**src/rtl/tt_um_hoene_led_pkg.sv**
```systemverilog
// Shared definitions for the multi-channel LED PWM generator.
// Mode encodings as seen on the mode input.
package tt_um_hoene_led_pkg;

  typedef enum logic [1:0] {
    MODE_DIRECT = 2'b00,
    MODE_FADE   = 2'b01,
    MODE_BLANK  = 2'b10,
    MODE_TEST   = 2'b11
  } mode_e;

endpackage

```
**src/rtl/tt_um_hoene_led_pwm_multi_if.sv**
```systemverilog
// Bus between the serial-to-parallel stage and the LED PWM block.
// The master drives duties and control; the slave returns LED drive and status.
interface tt_um_hoene_led_pwm_multi_if #(
  parameter int CHANNELS       = 3,
  parameter int WIDTH          = 10,
  parameter int FADE_DIV_WIDTH = 8
);

  logic [CHANNELS*WIDTH-1:0] data_in;
  logic                      store;
  logic [1:0]                mode;
  logic [FADE_DIV_WIDTH-1:0] fade_div;
  logic [CHANNELS-1:0]       pwm_out;
  logic                      period_start;
  logic                      busy;

  modport master (
    output data_in, store, mode, fade_div,
    input  pwm_out, period_start, busy
  );

  modport slave (
    input  data_in, store, mode, fade_div,
    output pwm_out, period_start, busy
  );

endinterface

```
**src/rtl/tt_um_hoene_pwm_channel.sv**
```systemverilog
// One PWM channel: shadow target, active duty, fade step and compare.
// The active duty only moves on the period wrap edge.
module tt_um_hoene_pwm_channel
  import tt_um_hoene_led_pkg::*;
#(
  parameter int WIDTH = 10
) (
  input  logic             clk,
  input  logic             rst,
  input  logic [WIDTH-1:0] cnt_i,
  input  logic             wrap_i,
  input  logic             step_en_i,
  input  mode_e            mode_i,
  input  logic             store_i,
  input  logic [WIDTH-1:0] duty_i,
  output logic             pwm_o,
  output logic             diff_o
);

  logic [WIDTH-1:0] target_q, target_d;
  logic [WIDTH-1:0] cur_q, cur_d;
  logic             pwm_q, pwm_d;

  always_comb begin
    target_d = store_i ? duty_i : target_q;
    cur_d    = cur_q;
    if (wrap_i) begin
      unique case (mode_i)
        MODE_DIRECT: cur_d = target_q;
        MODE_FADE: begin
          if (step_en_i) begin
            if (cur_q < target_q)
              cur_d = cur_q + 1'b1;
            else if (cur_q > target_q)
              cur_d = cur_q - 1'b1;
          end
        end
        default: cur_d = cur_q;
      endcase
    end
  end

  always_comb begin
    pwm_d = 1'b0;
    unique case (mode_i)
      MODE_BLANK: pwm_d = 1'b0;
      MODE_TEST:  pwm_d = 1'b1;
      default:    pwm_d = (cnt_i < cur_q);
    endcase
  end

  always_ff @(posedge clk) begin
    if (rst) begin
      target_q <= '0;
      cur_q    <= '0;
      pwm_q    <= 1'b0;
    end else begin
      target_q <= target_d;
      cur_q    <= cur_d;
      pwm_q    <= pwm_d;
    end
  end

  assign pwm_o  = pwm_q;
  assign diff_o = (cur_q != target_q);

endmodule

```
**src/rtl/tt_um_hoene_led_pwm_multi.sv**
```systemverilog
// Multi-channel LED PWM with double-buffered duties and linear fade.
// Owns the period counter, fade divider and status outputs.
module tt_um_hoene_led_pwm_multi
  import tt_um_hoene_led_pkg::*;
#(
  parameter int CHANNELS       = 3,
  parameter int WIDTH          = 10,
  parameter int FADE_DIV_WIDTH = 8
) (
  input logic clk,
  input logic rst,
  tt_um_hoene_led_pwm_multi_if.slave bus
);

  // Last count value before the wrap: 2^WIDTH-2.
  localparam logic [WIDTH-1:0] CNT_LAST =
    {{(WIDTH-1){1'b1}}, 1'b0};

  logic [WIDTH-1:0]          cnt_q, cnt_d;
  logic [FADE_DIV_WIDTH-1:0] fcnt_q, fcnt_d;
  logic                      ps_q;
  logic                      busy_q;
  logic                      wrap;
  logic                      step_en;
  mode_e                     mode;
  logic [CHANNELS-1:0]       diff;
  logic [CHANNELS-1:0]       pwm;

  assign mode    = mode_e'(bus.mode);
  assign wrap    = (cnt_q == CNT_LAST);
  assign step_en = wrap && (mode == MODE_FADE) &&
                   (fcnt_q == bus.fade_div);

  always_comb begin
    cnt_d  = wrap ? '0 : cnt_q + 1'b1;
    fcnt_d = fcnt_q;
    if (wrap && (mode == MODE_FADE))
      fcnt_d = step_en ? '0 : fcnt_q + 1'b1;
  end

  always_ff @(posedge clk) begin
    if (rst) begin
      cnt_q  <= '0;
      fcnt_q <= '0;
      ps_q   <= 1'b0;
      busy_q <= 1'b0;
    end else begin
      cnt_q  <= cnt_d;
      fcnt_q <= fcnt_d;
      ps_q   <= (cnt_q == '0);
      busy_q <= |diff;
    end
  end

  for (genvar i = 0; i < CHANNELS; i++) begin : g_ch
    tt_um_hoene_pwm_channel #(
      .WIDTH(WIDTH)
    ) u_ch (
      .clk      (clk),
      .rst      (rst),
      .cnt_i    (cnt_q),
      .wrap_i   (wrap),
      .step_en_i(step_en),
      .mode_i   (mode),
      .store_i  (bus.store),
      .duty_i   (bus.data_in[i*WIDTH +: WIDTH]),
      .pwm_o    (pwm[i]),
      .diff_o   (diff[i])
    );
  end

  assign bus.pwm_out      = pwm;
  assign bus.period_start = ps_q;
  assign bus.busy         = busy_q;

endmodule

```
**src/flat_wrapper.sv**
```systemverilog
// flat-port wrapper written by rule: the top's interface ports become plain ports
module tt_um_hoene_led_pwm_multi_flat import tt_um_hoene_led_pkg::*;
#(
  parameter int CHANNELS       = 3,
  parameter int WIDTH          = 10,
  parameter int FADE_DIV_WIDTH = 8
)
  (clk, rst, bus_data_in, bus_store, bus_mode, bus_fade_div, bus_pwm_out, bus_period_start, bus_busy);
  tt_um_hoene_led_pwm_multi_if #(.CHANNELS(CHANNELS), .WIDTH(WIDTH), .FADE_DIV_WIDTH(FADE_DIV_WIDTH)) bus_i ();
  input logic clk;
  input logic rst;
  input wire logic [$bits(bus_i.data_in)-1:0] bus_data_in;
  input wire logic [$bits(bus_i.store)-1:0] bus_store;
  input wire logic [$bits(bus_i.mode)-1:0] bus_mode;
  input wire logic [$bits(bus_i.fade_div)-1:0] bus_fade_div;
  output wire logic [$bits(bus_i.pwm_out)-1:0] bus_pwm_out;
  output wire logic [$bits(bus_i.period_start)-1:0] bus_period_start;
  output wire logic [$bits(bus_i.busy)-1:0] bus_busy;
  assign bus_i.data_in = bus_data_in;
  assign bus_i.store = bus_store;
  assign bus_i.mode = bus_mode;
  assign bus_i.fade_div = bus_fade_div;
  assign bus_pwm_out = bus_i.pwm_out;
  assign bus_period_start = bus_i.period_start;
  assign bus_busy = bus_i.busy;
  tt_um_hoene_led_pwm_multi #(.CHANNELS(CHANNELS), .WIDTH(WIDTH), .FADE_DIV_WIDTH(FADE_DIV_WIDTH)) u_core (.clk(clk), .rst(rst), .bus(bus_i));
endmodule
```
**config.mk**
```make
export PLATFORM = sky130hd
export DESIGN_NAME = tt_um_hoene_led_pwm_multi_flat
export DESIGN_NICKNAME = d
export VERILOG_FILES = /design/src/rtl/tt_um_hoene_led_pkg.sv /design/src/rtl/tt_um_hoene_led_pwm_multi_if.sv /design/src/rtl/tt_um_hoene_pwm_channel.sv /design/src/rtl/tt_um_hoene_led_pwm_multi.sv /design/src/flat_wrapper.sv
export SDC_FILE = /design/constraint.sdc
export NUM_CORES = 1
export LEC_CHECK = 0
export CORE_ASPECT_RATIO = 1.1
export CORE_MARGIN = 2
export CORE_UTILIZATION = 52
export DETAILED_ROUTE_END_ITERATION = 8
export PLACE_DENSITY_LB_ADDON = 0.3
export SYNTH_ARGS = -nofsm -noshare
export SYNTH_HDL_FRONTEND = slang
export SYNTH_SLANG_ARGS = --single-unit
```
**constraint.sdc**
```tcl
create_clock -name clk -period 6.6 [get_ports clk]
set_input_delay 1.32 -clock clk [delete_from_list [all_inputs] [get_ports clk]]
set_output_delay 1.32 -clock clk [all_outputs]
set_load 0.05 [all_outputs]
```
==> results.sh <==
export IMPL_syn_avg_cell_area_um2=8.30
export IMPL_n_fill_cell=1036
export IMPL_setup_viol=0
export IMPL_totalPowerFinal_uw=1230
export IMPL_netlist_area_mm2=0.00600
export IMPL_switching_share=0.267
export IMPL_min_to="u_core.g_ch[0].u_ch.target_q[2]"
export IMPL_reg2reg_from="u_core.g_ch[0].u_ch.target_q[5]"
export IMPL_synthFlopType="dfxtp_1"
export IMPL_whs_ns=0.494
export IMPL_power_density_mw_per_mm2=180
export IMPL_dieArea_mm2=0.0124
export IMPL_cts_inserted_buffers=9
export IMPL_gp_congestion=0.901
export IMPL_synthCells=723
export IMPL_worstSetupPathType="register to register"
export IMPL_syn_to_final_growth_pct=14.1
export IMPL_leakagePower_uw=0.00288
export IMPL_hold_depth=2
export IMPL_hpwl_um=10600
export IMPL_avgViaCountPerCell=5.63
export IMPL_start_util=0.527
export IMPL_yosys_area_share_adder=0.187
export IMPL_core_area_mm2=0.0114
export IMPL_p_int_uw=902
export IMPL_grtUsageTotal=0.242
export IMPL_cts_resized=0
export IMPL_finalSetupTns_ns=0
export IMPL_crit_path_end_kind="register"
export IMPL_r2r_end="u_core.g_ch[0].u_ch.cur_q[9]"
export IMPL_max_stage_delay_ns=0.82
export IMPL_rsz0062_at_grt="no"
export IMPL_tritoncts="yes"
export IMPL_final_util=0.601
export IMPL_irDropWorstVdd_mv=0.144
export IMPL_critPathRequiredTime_ns=6.80
export IMPL_tightest_slew_ns=1.06
export IMPL_overflow=0
export IMPL_ys_types=57
export IMPL_die_w_um=106
export IMPL_synthTopCellsByArea="dfxtp_1, ha_1, nor2_1"
export IMPL_ff2ff_setup_slack_ns=2.61
export IMPL_vias=5138
export IMPL_grt_max_degree=73
export IMPL_synth_nets=854
export IMPL_cp_arrival_ns=4.19
export IMPL_cts_path_max_buffers=2
export IMPL_slew_headroom=0.291
export IMPL_drc=0
export IMPL_drv_slew=0
export IMPL_fin_worst_skew_ns=0.00704
export IMPL_crit_slowest_cell="o21ai_1"
export IMPL_cap_violations=0
export IMPL_dp_cells=896
export IMPL_post_cts_buffers=0
export IMPL_cts_max_level=3
export IMPL_wl_per_cell_um=15.7
export IMPL_yosys_area_share_simple=0.170
export IMPL_seqPwrFrac=0.432
export IMPL_synth_most_common_cell="nor2_1"
export IMPL_start_kind="register"
export IMPL_pwr_share_comb=0.163
export IMPL_synth_top_family_by_area="compound AO/OA/AOI/OAI gates"
export IMPL_io_pins=48
export IMPL_ant_nets=0
export IMPL_clockPowerShare=0.405
export IMPL_die_y_um=117
export IMPL_root_buffer="clkbuf_16"
export IMPL_hp_class="register to register"
export IMPL_antennaDiodeCount=0
export IMPL_holdCritStartpoint="u_core.g_ch[0].u_ch.target_q[2]"
export IMPL_finalNetCount=888
export IMPL_synth_mux_area_frac=0.0601
export IMPL_rows=41
export IMPL_synth_edf_count=0
export IMPL_async_flop_share=0
export IMPL_post_route_min_period_ns=3.99
export IMPL_crit_chain="inv_1 -> ha_1 -> nand4_1 -> a21oi_1 -> a211oi_1 -> o21ai_1 -> ha_1 -> a211oi_1 -> o21a_1 -> o31ai_1 -> a21oi_1 -> xnor2_1 -> mux2i_1 -> o21ai_0"
export IMPL_postCtsHoldBufs=0
export IMPL_synth_top_area_share=0.277
export IMPL_antenna_found_initial=0
export IMPL_fmaxAchievable_ghz=0.251
export IMPL_yosys_top_cells_count="nor2_1, ha_1, dfxtp_1"
export IMPL_grt_pass1_vias=5183
export IMPL_r2r_cells=14
export IMPL_routed_wl_um=14300
export IMPL_firstDrtPassIters=4
export IMPL_drive_above_1_share=0.0381
export IMPL_grt_first_pass_wirelength_um=23900
export IMPL_io_buffers=47
export IMPL_hold_viol_final=0
export IMPL_synth_top_cell_by_area="dfxtp_1"
export IMPL_synth_compound_area_frac=0.188
export IMPL_path_clk_slew_ns=0.06
export IMPL_yosysSeqAreaShare=0.277
export IMPL_p_sw_uw=328
export IMPL_cts_sinks=83
export IMPL_status="finished, final reports clean"
export IMPL_period_share=0.604
export IMPL_synth_xor_area_frac=0.0540
export IMPL_drt_iter0_drc=260
export IMPL_fin_cells=912
export IMPL_crit_path_max_fanout=12
export IMPL_ys_ff_latch=83
export IMPL_insertion_delay_ns=0.35
export IMPL_ys_warn_count=0
per-stage QoR:
stage	setup slack (ns)	area (um2)
global route	2.28	6850
detailed placement	2.48	6550
finish	2.61	6850
global placement	2.55	6550
floorplan	3.14	6000
CTS	2.62	6850
layout make-up:
class                           instances  area [um2]  share of cell area
Clock buffer                           13         280              0.0409
Clock inverter                          3        20.0             0.00292
Inverter                               69         259              0.0378
Multi-Input combinational cell        544        3960               0.578
Sequential cell                        83        1660               0.243
Tap cell                              150         188              0.0274
Timing Repair Buffer                   50         483              0.0705
metal layers:
metal  share of wire  GRT usage  vias up
li1                -          -     2603
met1            0.44      0.275     2409
met2            0.51      0.450      102
met3           0.033     0.0346       24
met4           0.019      0.108        0
met5               0          0        -
worst max-delay path, delay by kind of cell, from the launching register on:
kind | cells | cell delay, ns
AOI/OAI and AO/OA | 8 | 2.14
adders and majority gates | 2 | 0.71
DFF | 1 | 0.37
and+or+nand+nor | 1 | 0.19
muxes | 1 | 0.19
xor gates and xnor gates | 1 | 0.16
buffers and inverters | 1 | 0.06
power groups by stage:
stage,Sequential (uW),Combinational (uW),Clock [uW]
global route,532,224,524
global placement,541,193,0
finish,530,201,498
CTS,530,201,509
detailed placement,541,200,0
floorplan,539,137,0
worst max-delay path by stage:
stage / end / cells after the start / slack [ns] / from
2_1_floorplan: u_core.g_ch[1].u_ch.cur_q[9] / 14 / 3.14 / u_core.g_ch[1].u_ch.target_q[3]
3_3_place_gp: u_core.fcnt_q[7] / 8 / 2.55 / bus_mode[1]
3_5_place_dp: u_core.fcnt_q[5] / 8 / 2.48 / bus_mode[1]
4_1_cts: u_core.g_ch[1].u_ch.cur_q[9] / 14 / 2.62 / u_core.g_ch[1].u_ch.target_q[5]
5_1_grt: u_core.g_ch[0].u_ch.cur_q[9] / 14 / 2.28 / u_core.g_ch[0].u_ch.target_q[5]
6_report: u_core.g_ch[0].u_ch.cur_q[9] / 14 / 2.61 / u_core.g_ch[0].u_ch.target_q[5]
registers in the layout, indices dropped and copies added (netlist names):
signal,cells
u_core.g_ch.u_ch.target_q,30
u_core.fcnt_q,8
u_core.bus.period_start,1
u_core.g_ch.u_ch.cur_q,30
u_core.cnt_q,10
u_core.bus.busy,1
u_core.g_ch.u_ch.pwm_o,3
cells in the final DEF, fill, tap and decap left out, drive strengths merged, types with 4 or more instances in the layout:
| master | n |
|---|---|
| nor4 | 6 |
| a21oi | 48 |
| nand3b | 4 |
| xnor2 | 17 |
| inv | 69 |
| a31oi | 5 |
| dfxtp | 83 |
| nor3 | 9 |
| o21a | 8 |
| nor2b | 10 |
| nor2 | 98 |
| o21ai | 32 |
| nand4 | 11 |
| clkdlybuf4s50 | 45 |
| a21o | 18 |
| nand2b | 17 |
| nand2 | 32 |
| buf | 5 |
| a211oi | 33 |
| nand3 | 11 |
| xor2 | 20 |
| mux2i | 36 |
| ha | 85 |
| clkbuf | 13 |
logic make-up (layout without fill, tap and decap cells):
kind of cell,count (synthesis),after routing
DFF,83,83
adders and majority gates,88,88
AOI/OAI and AO/OA,170,170
and+or+nand+nor,213,213
muxes,36,36
buffers and inverters,96,135
xor gates and xnor gates,37,37
Power figures use the tool's default switching activity.
